$ cat src/rtl/axi_arbiter.sv
// Two-master, one-slave AXI-lite arbiter in front of the memory port.
// The IFU read channel and the LSU read/write channels share a single memory
// interface. Reads are arbitrated round-robin (RR_EN=1) or fixed priority with
// the LSU winning ties (RR_EN=0). Each channel has at most one single-beat
// transaction in flight, and memory valids are gated so a request is seen once.
//
// Ports:
//   clock, reset          clock, synchronous active-high reset
//   ifu_ar*/ifu_r*        IFU read request (in) and response (out)
//   lsu_ar*/lsu_r*        LSU read request (in) and response (out)
//   lsu_aw*/lsu_w*/lsu_b* LSU write request (in) and response (out)
//   mem_ar*/mem_r*        read request to memory (out), response (in)
//   mem_aw*/mem_w*/mem_b* write request to memory (out), response (in)
module axi_arbiter #(
  parameter bit RR_EN = 1'b1
) (
  input  logic        clock,
  input  logic        reset,
  // IFU read
  input  logic        ifu_arvalid_i,
  input  logic [31:0] ifu_araddr_i,
  input  logic        ifu_rready_i,
  output logic        ifu_arready_o,
  output logic        ifu_rvalid_o,
  output logic [31:0] ifu_rdata_o,
  output logic        ifu_rlast_o,
  // LSU read
  input  logic        lsu_arvalid_i,
  input  logic [31:0] lsu_araddr_i,
  input  logic        lsu_rready_i,
  output logic        lsu_arready_o,
  output logic        lsu_rvalid_o,
  output logic [31:0] lsu_rdata_o,
  output logic        lsu_rlast_o,
  // LSU write
  input  logic        lsu_awvalid_i,
  input  logic [31:0] lsu_awaddr_i,
  input  logic        lsu_wvalid_i,
  input  logic [31:0] lsu_wdata_i,
  input  logic [3:0]  lsu_wstrb_i,
  input  logic        lsu_bready_i,
  output logic        lsu_awready_o,
  output logic        lsu_wready_o,
  output logic        lsu_bvalid_o,
  // Memory read
  output logic        mem_arvalid_o,
  output logic [31:0] mem_araddr_o,
  output logic        mem_rready_o,
  input  logic        mem_arready_i,
  input  logic        mem_rvalid_i,
  input  logic [31:0] mem_rdata_i,
  input  logic        mem_rlast_i,
  // Memory write
  output logic        mem_awvalid_o,
  output logic [31:0] mem_awaddr_o,
  output logic        mem_wvalid_o,
  output logic [31:0] mem_wdata_o,
  output logic [3:0]  mem_wstrb_o,
  output logic        mem_bready_o,
  input  logic        mem_awready_i,
  input  logic        mem_wready_i,
  input  logic        mem_bvalid_i
);

  typedef enum logic [1:0] {RIdle, RAddr, RData} r_state_e;
  typedef enum logic {WIdle, WResp} w_state_e;
  typedef enum logic {MIfu, MLsu} master_e;

  r_state_e r_state_q, r_state_d;
  w_state_e w_state_q, w_state_d;
  master_e  grant_q, grant_d;
  master_e  last_q, last_d;

  logic w_idle;
  logic lsu_cand;
  logic gnt_arvalid;
  logic gnt_rready;

  assign w_idle = (w_state_q == WIdle);

  // Store-before-load: an LSU read waits while a write is in flight, including
  // one being offered this cycle, so its AR follows the write response.
  assign lsu_cand = lsu_arvalid_i & w_idle & ~lsu_awvalid_i & ~lsu_wvalid_i;

  assign gnt_arvalid = (grant_q == MLsu) ? lsu_arvalid_i : ifu_arvalid_i;
  assign gnt_rready  = (grant_q == MLsu) ? lsu_rready_i  : ifu_rready_i;

  // Read channel outputs
  always_comb begin
    mem_arvalid_o = (r_state_q == RAddr) & gnt_arvalid;
    mem_araddr_o  = (grant_q == MLsu) ? lsu_araddr_i : ifu_araddr_i;
    mem_rready_o  = (r_state_q == RData) & gnt_rready;
    ifu_arready_o = (r_state_q == RAddr) & (grant_q == MIfu) & mem_arready_i;
    lsu_arready_o = (r_state_q == RAddr) & (grant_q == MLsu) & mem_arready_i;
    ifu_rvalid_o  = (r_state_q == RData) & (grant_q == MIfu) & mem_rvalid_i;
    lsu_rvalid_o  = (r_state_q == RData) & (grant_q == MLsu) & mem_rvalid_i;
    ifu_rdata_o   = mem_rdata_i;
    lsu_rdata_o   = mem_rdata_i;
    ifu_rlast_o   = mem_rlast_i;
    lsu_rlast_o   = mem_rlast_i;
  end

  // Write channel outputs
  always_comb begin
    mem_awvalid_o = w_idle & lsu_awvalid_i;
    mem_wvalid_o  = w_idle & lsu_wvalid_i;
    mem_awaddr_o  = lsu_awaddr_i;
    mem_wdata_o   = lsu_wdata_i;
    mem_wstrb_o   = lsu_wstrb_i;
    lsu_awready_o = w_idle & mem_awready_i;
    lsu_wready_o  = w_idle & mem_wready_i;
    mem_bready_o  = ~w_idle & lsu_bready_i;
    lsu_bvalid_o  = ~w_idle & mem_bvalid_i;
  end

  // Read FSM next state
  always_comb begin
    r_state_d = r_state_q;
    grant_d   = grant_q;
    last_d    = last_q;
    unique case (r_state_q)
      RIdle: begin
        if (ifu_arvalid_i || lsu_cand) begin
          if (ifu_arvalid_i && lsu_cand) begin
            if (RR_EN) grant_d = (last_q == MIfu) ? MLsu : MIfu;
            else       grant_d = MLsu;
          end else begin
            grant_d = lsu_cand ? MLsu : MIfu;
          end
          last_d    = grant_d;
          r_state_d = RAddr;
        end
      end
      RAddr: if (mem_arvalid_o && mem_arready_i) r_state_d = RData;
      RData: if (mem_rvalid_i && mem_rready_o) r_state_d = RIdle;
      default: r_state_d = RIdle;
    endcase
  end

  // Write FSM next state
  always_comb begin
    w_state_d = w_state_q;
    unique case (w_state_q)
      WIdle: if (mem_awvalid_o && mem_wvalid_o && mem_awready_i && mem_wready_i) w_state_d = WResp;
      WResp: if (mem_bvalid_i && lsu_bready_i) w_state_d = WIdle;
      default: w_state_d = WIdle;
    endcase
  end

  // Last = LSU out of reset so the first tie goes to the IFU.
  always_ff @(posedge clock) begin
    if (reset) begin
      r_state_q <= RIdle;
      w_state_q <= WIdle;
      grant_q   <= MIfu;
      last_q    <= MLsu;
    end else begin
      r_state_q <= r_state_d;
      w_state_q <= w_state_d;
      grant_q   <= grant_d;
      last_q    <= last_d;
    end
  end

endmodule

$ cat config.mk
export PLATFORM = sky130hd
export DESIGN_NAME = axi_arbiter
export DESIGN_NICKNAME = d
export VERILOG_FILES = /design/src/rtl/axi_arbiter.sv
export SDC_FILE = /design/constraint.sdc
export NUM_CORES = 1
export LEC_CHECK = 0
export BUFFER_PORTS_ARGS = -buffer_cell sky130_fd_sc_hd__buf_2
export CORE_AREA = 2 2 139 141
export CTS_BUF_LIST = sky130_fd_sc_hd__clkbuf_4 sky130_fd_sc_hd__clkbuf_8
export CTS_CLUSTER_SIZE = 25
export DETAILED_ROUTE_END_ITERATION = 6
export DIE_AREA = 0 0 141 143
export SYNTH_ARGS = -nofsm -noshare
export SYNTH_HDL_FRONTEND = slang
export SYNTH_SLANG_ARGS = --single-unit
$ cat constraint.sdc
create_clock -name clock -period 1.15 [get_ports clock]
set_input_delay 0.23 -clock clock [delete_from_list [all_inputs] [get_ports clock]]
set_output_delay 0.23 -clock clock [all_outputs]
set_load 0.02 [all_outputs]
After elaboration in Yosys (flattened, before gate mapping)
Index checks and enable logic that the tools add are counted.
W data, S select, Z words.
{ "op_classes": {"eq_ne": 5, "mux": 13, "bitwise_logic": 23, "reduce_logical": 11} }
{ "op_table": {"columns": ["cell", "count"], "rows": [
  ["$mux W32", 1],
  ["$and A1 B1 Y1", 19],
  ["$logic_and A1 B1 Y1", 7],
  ["$mux W1", 7],
  ["$mux W2", 3],
  ["$pmux W2 S3", 1],
  ["$ne A2 B1 Y1 const B", 2],
  ["$not A1 Y1", 4],
  ["$reduce_and A3 Y1", 1],
  ["$eq A2 B1 Y1 const B", 1],
  ["$eq A2 B2 Y1 const B", 1],
  ["$logic_not A2 Y1", 1],
  ["$ne A2 B2 Y1 const B", 1],
  ["$pmux W1 S2", 1],
  ["$reduce_and A2 Y1", 1],
  ["$logic_or A1 B1 Y1", 1]
]} }
{ "word_totals": {"reg_bits": 5, "in_bits": 179, "out_inout_bits": 178, "word_cells": 56} }

Logic depth before layout (Yosys ltp)
Gate-level depths: netlist of the first run.
{ "logic_depth": {"ltp_word": 7, "depth_mapped": 4, "ltp_nobuf": 3} }

Worst setup path after synthesis of the first run
No wires, ideal clock.
{ "synth_path": {"path_type": "reg2out", "start": "register grant_q", "end": "output port mem_arvalid_o", "t_arrival_ns": 1.084, "t_required_ns": 0.920, "setup_slack_ns": -0.164, "path_stages_with_launch": 4, "n_path_buf": 1, "cell_sequence": "dfxtp_1 > buf_6 > mux2i_1 > nor3b_1"} }
{ "synth_via": {"elab_chain_cells": 2} }
{ "synth_lines": {"columns": ["item", "line_no", "text"], "rows": [
  ["start, declared", "71", "master_e grant_q, grant_d;"],
  ["start signal, assigned", "155", "grant_q <= MIfu;"],
  ["start signal, assigned", "160", "grant_q <= grant_d;"],
  ["$mux W1", "85", "assign gnt_arvalid = (grant_q == MLsu) ? lsu_arvalid_i : ifu_arvalid_i;"],
  ["$and A1 B1 Y1", "90", "mem_arvalid_o = (r_state_q == RAddr) & gnt_arvalid;"],
  ["end, declared", "46", "output logic mem_arvalid_o,"]
]} }
No other way between the ends.

Final worst setup path of the first run
{ "layout_path": {"start": "register grant_q", "end": "output port mem_araddr_o[4]"} }
{ "layout_via": {"elab_chain_cells": 1} }
{ "layout_lines": {"columns": ["item", "line_no", "text"], "rows": [
  ["$mux W32", "91", "mem_araddr_o = (grant_q == MLsu) ? lsu_araddr_i : ifu_araddr_i;"],
  ["end, declared", "47", "output logic [31:0] mem_araddr_o,"]
]} }
No other way between the ends.

==> impl_metrics.ini, run 1 <==
[setup_path]
crit_required_ns = 0.92
cpPeakStageDelay_ns = 0.36
reg2reg_to = r_state_q[1]
reg2reg_slack_ns = -0.12
start_kind = flop
arrival_ns = 1.32
path_buf_inv = 2
critPathTopFamily = flip-flops
cp_slowest_cell = dfxtp_4
r2r_cells = 4
path_max_fanout = 10
path_class = reg2out
cp-end-kind = output pin
path_cells = buf_4 > mux2_2 > buf_2
rr_startpoint = grant_q

[drt]
routedWlPerCell_um = 12.9
routed_wl_um = 5680
ant_nets = 0
vias = 1263
drtIter0Drc = 14
drt_first_pass_iters = 4
via_per_inst = 2.88
drc = 0

[placement]
gp_congestion = 0.627
dp_cells = 434
io_buffers = 121
hpwlAfterDp_um = 4970
dpl-instance-area_um2 = 1670

[outcome]
violations = negative setup slack
status = finished, violations left

[timing]
tightest_slew_ns = 0.321
hold_violations = 0
period_minus_slack_ns = 1.55
rsz0062_at_grt = true
slew_headroom_pct = 78.5
skew_ns = 0.00527
setup_violations = 42
final_max_slew_viol_count = 0
setup_ws_ns = -0.399
fin_crit_sh_pct = 135
holdWs_ns = 0.257
fmax_mhz = 646

[layout]
area_growth_pct = 6.39
final_cells = 439
final_core_util_pct = 9.98
stdcell_area_um2 = 1850
final_common_cell = buf_2
final_cell_mix = buf_2, mux2_2, buf_4
nets = 385
antenna_cells = 0
drive_gt1_share_pct = 89.3

[synthesis]
yosys-top-cells-area = buf_4, mux2_2, dfxtp_1
ys_warn_count = 0
ys.flop_type = dfxtp_1
synth_top_area_share_pct = 59.0
synth.avg_cell_area_um2 = 8.26
async_reset_ff_share_pct = 0
synthCells = 211
synth_area_um2 = 1740
yosysTopAreaCell = buf_4
seq_area_frac_synth_pct = 5.74
syn_nets = 390
yosysUniqueCellTypes = 25
ys_ff_latch = 5
synth_edf_count = 0

[cts]
cts_tree = built
clk_latency_ns = 0.22
path_clk_slew_ns = 0.04
clock_path_buffers = 2
cts_root_buffer = clkbuf_8
htreeDepth = 1
holdBufCountCts = 0
cts_buffers = 3
clock_sinks = 5

[power]
ir_worst_vdd_uv = 383
power_density_nw_per_um2 = 615
cellLeakagePower_nw = 0.824

[min_path]
min_path_cells = 2
hold_end = r_state_q[1]
hp-class = in2reg
hp-start = reset

[floorplan]
die_w_um = 141
dieArea_um2 = 20200
core-area_um2 = 18600
dieHeight_um = 143
start_util_pct = 9.38
io_pins = 357
rows = 50

[global_route]
grt_pass1_wl_um = 7180
grt_pass1_vias = 1244
grt_max_degree = 27
overflow = 0
track_usage_pct = 4.98
antenna_found_initial = 0

[flow_run]
maxCapViolCount = 0
report_power, final:
group	internal [mW]	switching (mW)
registers	0.184	0.0117
clock network	0.263	0.100
logic	0.299	0.283
cell usage after synthesis (2+ instances only):
master and instances:
a21oi_1 2, and2_2 2, and2b_2 3, buf_4 137
dfxtp_1 5, inv_1 2, mux2_2 32, mux2i_1 2
nand2_1 2, nor2_1 7, nor2b_1 3
sequential cells by signal, indices dropped and copies added, names as in the netlist:
signal and flops:
grant_q 1, r_state_q 2, w_state_q 1, last_q 1
worst max path at each step:
stage | startpoint | end | cells past startpoint | slack, ns
2_1_floorplan | grant_q | mem_araddr_o[10] | 3 | -0.07
5_1_grt | grant_q | lsu_arready_o | 4 | -0.44
6_report | grant_q | mem_araddr_o[4] | 3 | -0.40
4_1_cts | grant_q | mem_araddr_o[8] | 3 | -0.42
3_3_place_gp | grant_q | r_state_q[1] | 4 | -0.26
3_5_place_dp | grant_q | r_state_q[1] | 4 | -0.26
per-layer routing:
metal,up-vias,part of all wire [%],global-route usage [%]
met2,174,37,6.24
li1,542,-,-
met5,-,0,1.25
met4,0,6.3,3.74
met1,505,37,5.01
met3,42,20,4.59
per-stage QoR:
| stage | TNS (ns) | total power [mW] | setup WS, ns |
|---|---|---|---|
| finish | -14.15 | 1.14 | -0.399 |
| global route | -16.13 | 1.21 | -0.443 |
| CTS | -15.10 | 1.15 | -0.421 |
| detailed placement | -5.60 | 0.737 | -0.264 |
| global placement | -5.28 | 0.730 | -0.264 |
| floorplan | -2.02 | 1.16 | -0.0718 |
cell families after synthesis:
logic type / count (synthesis) / synth area share, %
compound gates: 8 / 3.16
buf+inv: 140 / 60.1
flops: 5 / 5.74
mux: 34 / 21.8
simple gates: 24 / 9.19
repair_timing:
| item | CTS | global route |
|---|---|---|
| gates resized for setup | 32 | 10 |
| endpoints found under the setup margin | 47 | 47 |
| pin swaps | 2 | 2 |
| buffers inserted | 1 | 0 |
area by class of cell:
type	count	area, µm²
clock buffers	4	48.8
repair buffers	128	747
inverters	2	7.51
flip-flops and latches	5	110
fillers	2150	16700
multi-input cells	66	648
well taps	234	293
No activity file was read; power rests on OpenSTA's default activity.
==> run 2, diff against run 1 <==
--- a/config.mk
+++ b/config.mk
@@ -11,6 +11,7 @@
 export CTS_CLUSTER_SIZE = 25
 export DETAILED_ROUTE_END_ITERATION = 6
 export DIE_AREA = 0 0 141 143
+export PLACE_DENSITY = 0.39
 export SYNTH_ARGS = -nofsm -noshare
 export SYNTH_HDL_FRONTEND = slang
 export SYNTH_SLANG_ARGS = --single-unit
==> constraint.sdc (replaced) <==
create_clock -name clock -period 1.5 [get_ports clock]
set_input_delay 0.3 -clock clock [delete_from_list [all_inputs] [get_ports clock]]
set_output_delay 0.3 -clock clock [all_outputs]
set_load 0.02 [all_outputs]
==> run 2 against run 1 <==
Compared with the run above: cell count grew 0.46%; non-clock buffer count is 2 higher; highest routed layer unchanged; worst hold slack better by 0.088 ns; critical path type unchanged; the run still ends with negative setup slack left; critical path depth increased by 1; utilization up 1.0 points; first-iteration DRC count grew 64%; flip-flop and latch count did not move; via count down 0.63%; design area up 10%; register-to-register slack better by 0.41 ns.
==> impl_metrics.ini, run 2 (synthesized netlist as in run 1, its figures left out) <==
[drt]
routed_wl_um = 6270
drtIter0Drc = 23
vias = 1255
via_per_inst = 2.85
drc = 0
drt_first_pass_iters = 4
routedWlPerCell_um = 14.2
ant_nets = 0

[floorplan]
die_w_um = 141
rows = 50
core-area_um2 = 18600
dieArea_um2 = 20200
io_pins = 357
dieHeight_um = 143
start_util_pct = 9.38

[layout]
final_cells = 441
regMostFlops = r_state_q
area_growth_pct = 17.0
stdcell_area_um2 = 2040
final_cell_mix = buf_2, mux2_4, buf_6
antenna_cells = 0
final_common_cell = buf_2
fill_cells = 2141
largest_register_ffs = 2
drive_gt1_share_pct = 87.4
nets = 387

[global_route]
grt_pass1_vias = 1204
track_usage_pct = 5.39
antenna_found_initial = 2
overflow = 0
grt_max_degree = 15
grt_pass1_wl_um = 7770

[cts]
clock_sinks = 5
cts_tree = built
holdBufCountCts = 0
clk_latency_ns = 0.22
cts_buffers = 3
cts_root_buffer = clkbuf_8
path_clk_slew_ns = 0.04
clock_path_buffers = 2
htreeDepth = 1

[setup_path]
start_kind = flop
cp-end-kind = output pin
path_max_fanout = 5
arrival_ns = 1.31
crit_required_ns = 1.20
path_class = reg2out
r2r_cells = 4

[timing]
skew_ns = 0.000120
period_minus_slack_ns = 1.61
setup_ws_ns = -0.108
fin_tns_setup_ns = -2.45
tightest_slew_ns = 0.326
fmax_mhz = 622
holdWs_ns = 0.345
slew_headroom_pct = 78.2
fin_crit_sh_pct = 107
final_max_slew_viol_count = 0
hold_violations = 0
rsz0062_at_grt = true
setup_violations = 34

[min_path]
min_path_cells = 2
hp-class = in2reg

[placement]
dp_cells = 434
hpwlAfterDp_um = 5310
io_buffers = 121
preCtsSetupSlack_ns = 0.0270
dpl-instance-area_um2 = 1670
gp_congestion = 0.772

[outcome]
status = finished, violations left
violations = negative setup slack

[flow_run]
maxCapViolCount = 0

[power]
ir_worst_vdd_uv = 154
power_density_nw_per_um2 = 465
cellLeakagePower_nw = 0.931
run 2: cell types whose count changed in the layout (fill, tap and decap cells not counted), moves of 2 or more:
cell	before	now
mux2_2	32	12
mux2_4	0	20
buf_6	9	20
buf_4	14	7
buf_2	104	98
buf_12	1	3
run 2: through the flow:
stage	utilization, %	total power, mW
after floorplan	-	0.885
after global placement	9.00	0.573
after detailed placement	9.00	0.568
after CTS	10.2	0.915
after global routing	11.0	1.00
final	11.0	0.948
run 2: layout make-up:
cell class                      count  area (µm²)  area share [%]
Clock buffer                        4        48.8            2.39
Inverter                            2        7.51           0.368
Multi-Input combinational cell     66         711            34.8
Sequential cell                     5         109            5.34
Tap cell                          234         293            14.4
Timing Repair Buffer              130         871            42.7
run 2: power by group:
| part | internal, mW | switching, mW | leakage (nW) | total (mW) |
|---|---|---|---|---|
| clock network | 0.202 | 0.0795 | 0.0262 | 0.281 |
| registers | 0.141 | 0.0128 | 0.0428 | 0.154 |
| logic | 0.281 | 0.232 | 0.862 | 0.513 |
| total | 0.624 | 0.324 | 0.931 | 0.948 |
run 2: metal layers:
layer  track usage, %  vias up  share of wire (%)
met1             4.22      532                 27
met2             10.4      138                 55
met5                0        -                  0
met4             3.89        0                5.8
met3             2.45       44                 13
li1                 -      541                  -
run 2: worst paths after layout:
| check | startpoint | end | slack (ns) |
|---|---|---|---|
| setup reg to reg | w_state_q | grant_q | 0.29 |
| hold reg to reg | r_state_q[1] | r_state_q[0] | 0.46 |
| hold / removal | reset | r_state_q[1] | 0.34 |
| setup / recovery | grant_q | mem_araddr_o[9] | -0.11 |
run 2: timing repair:
item                       in CTS  in global routing
resized for setup              34                 44
pin swaps                       0                  2
cloned                          1                  0
setup buffers                   2                  1
setup endpoints to repair      36                 38
run 2: worst max-delay path: stages (launching register included):
cell	delay [ns]
dfxtp_4	0.39
buf_12	0.13
buf_8	0.12
mux2_4	0.31
buf_6	0.13
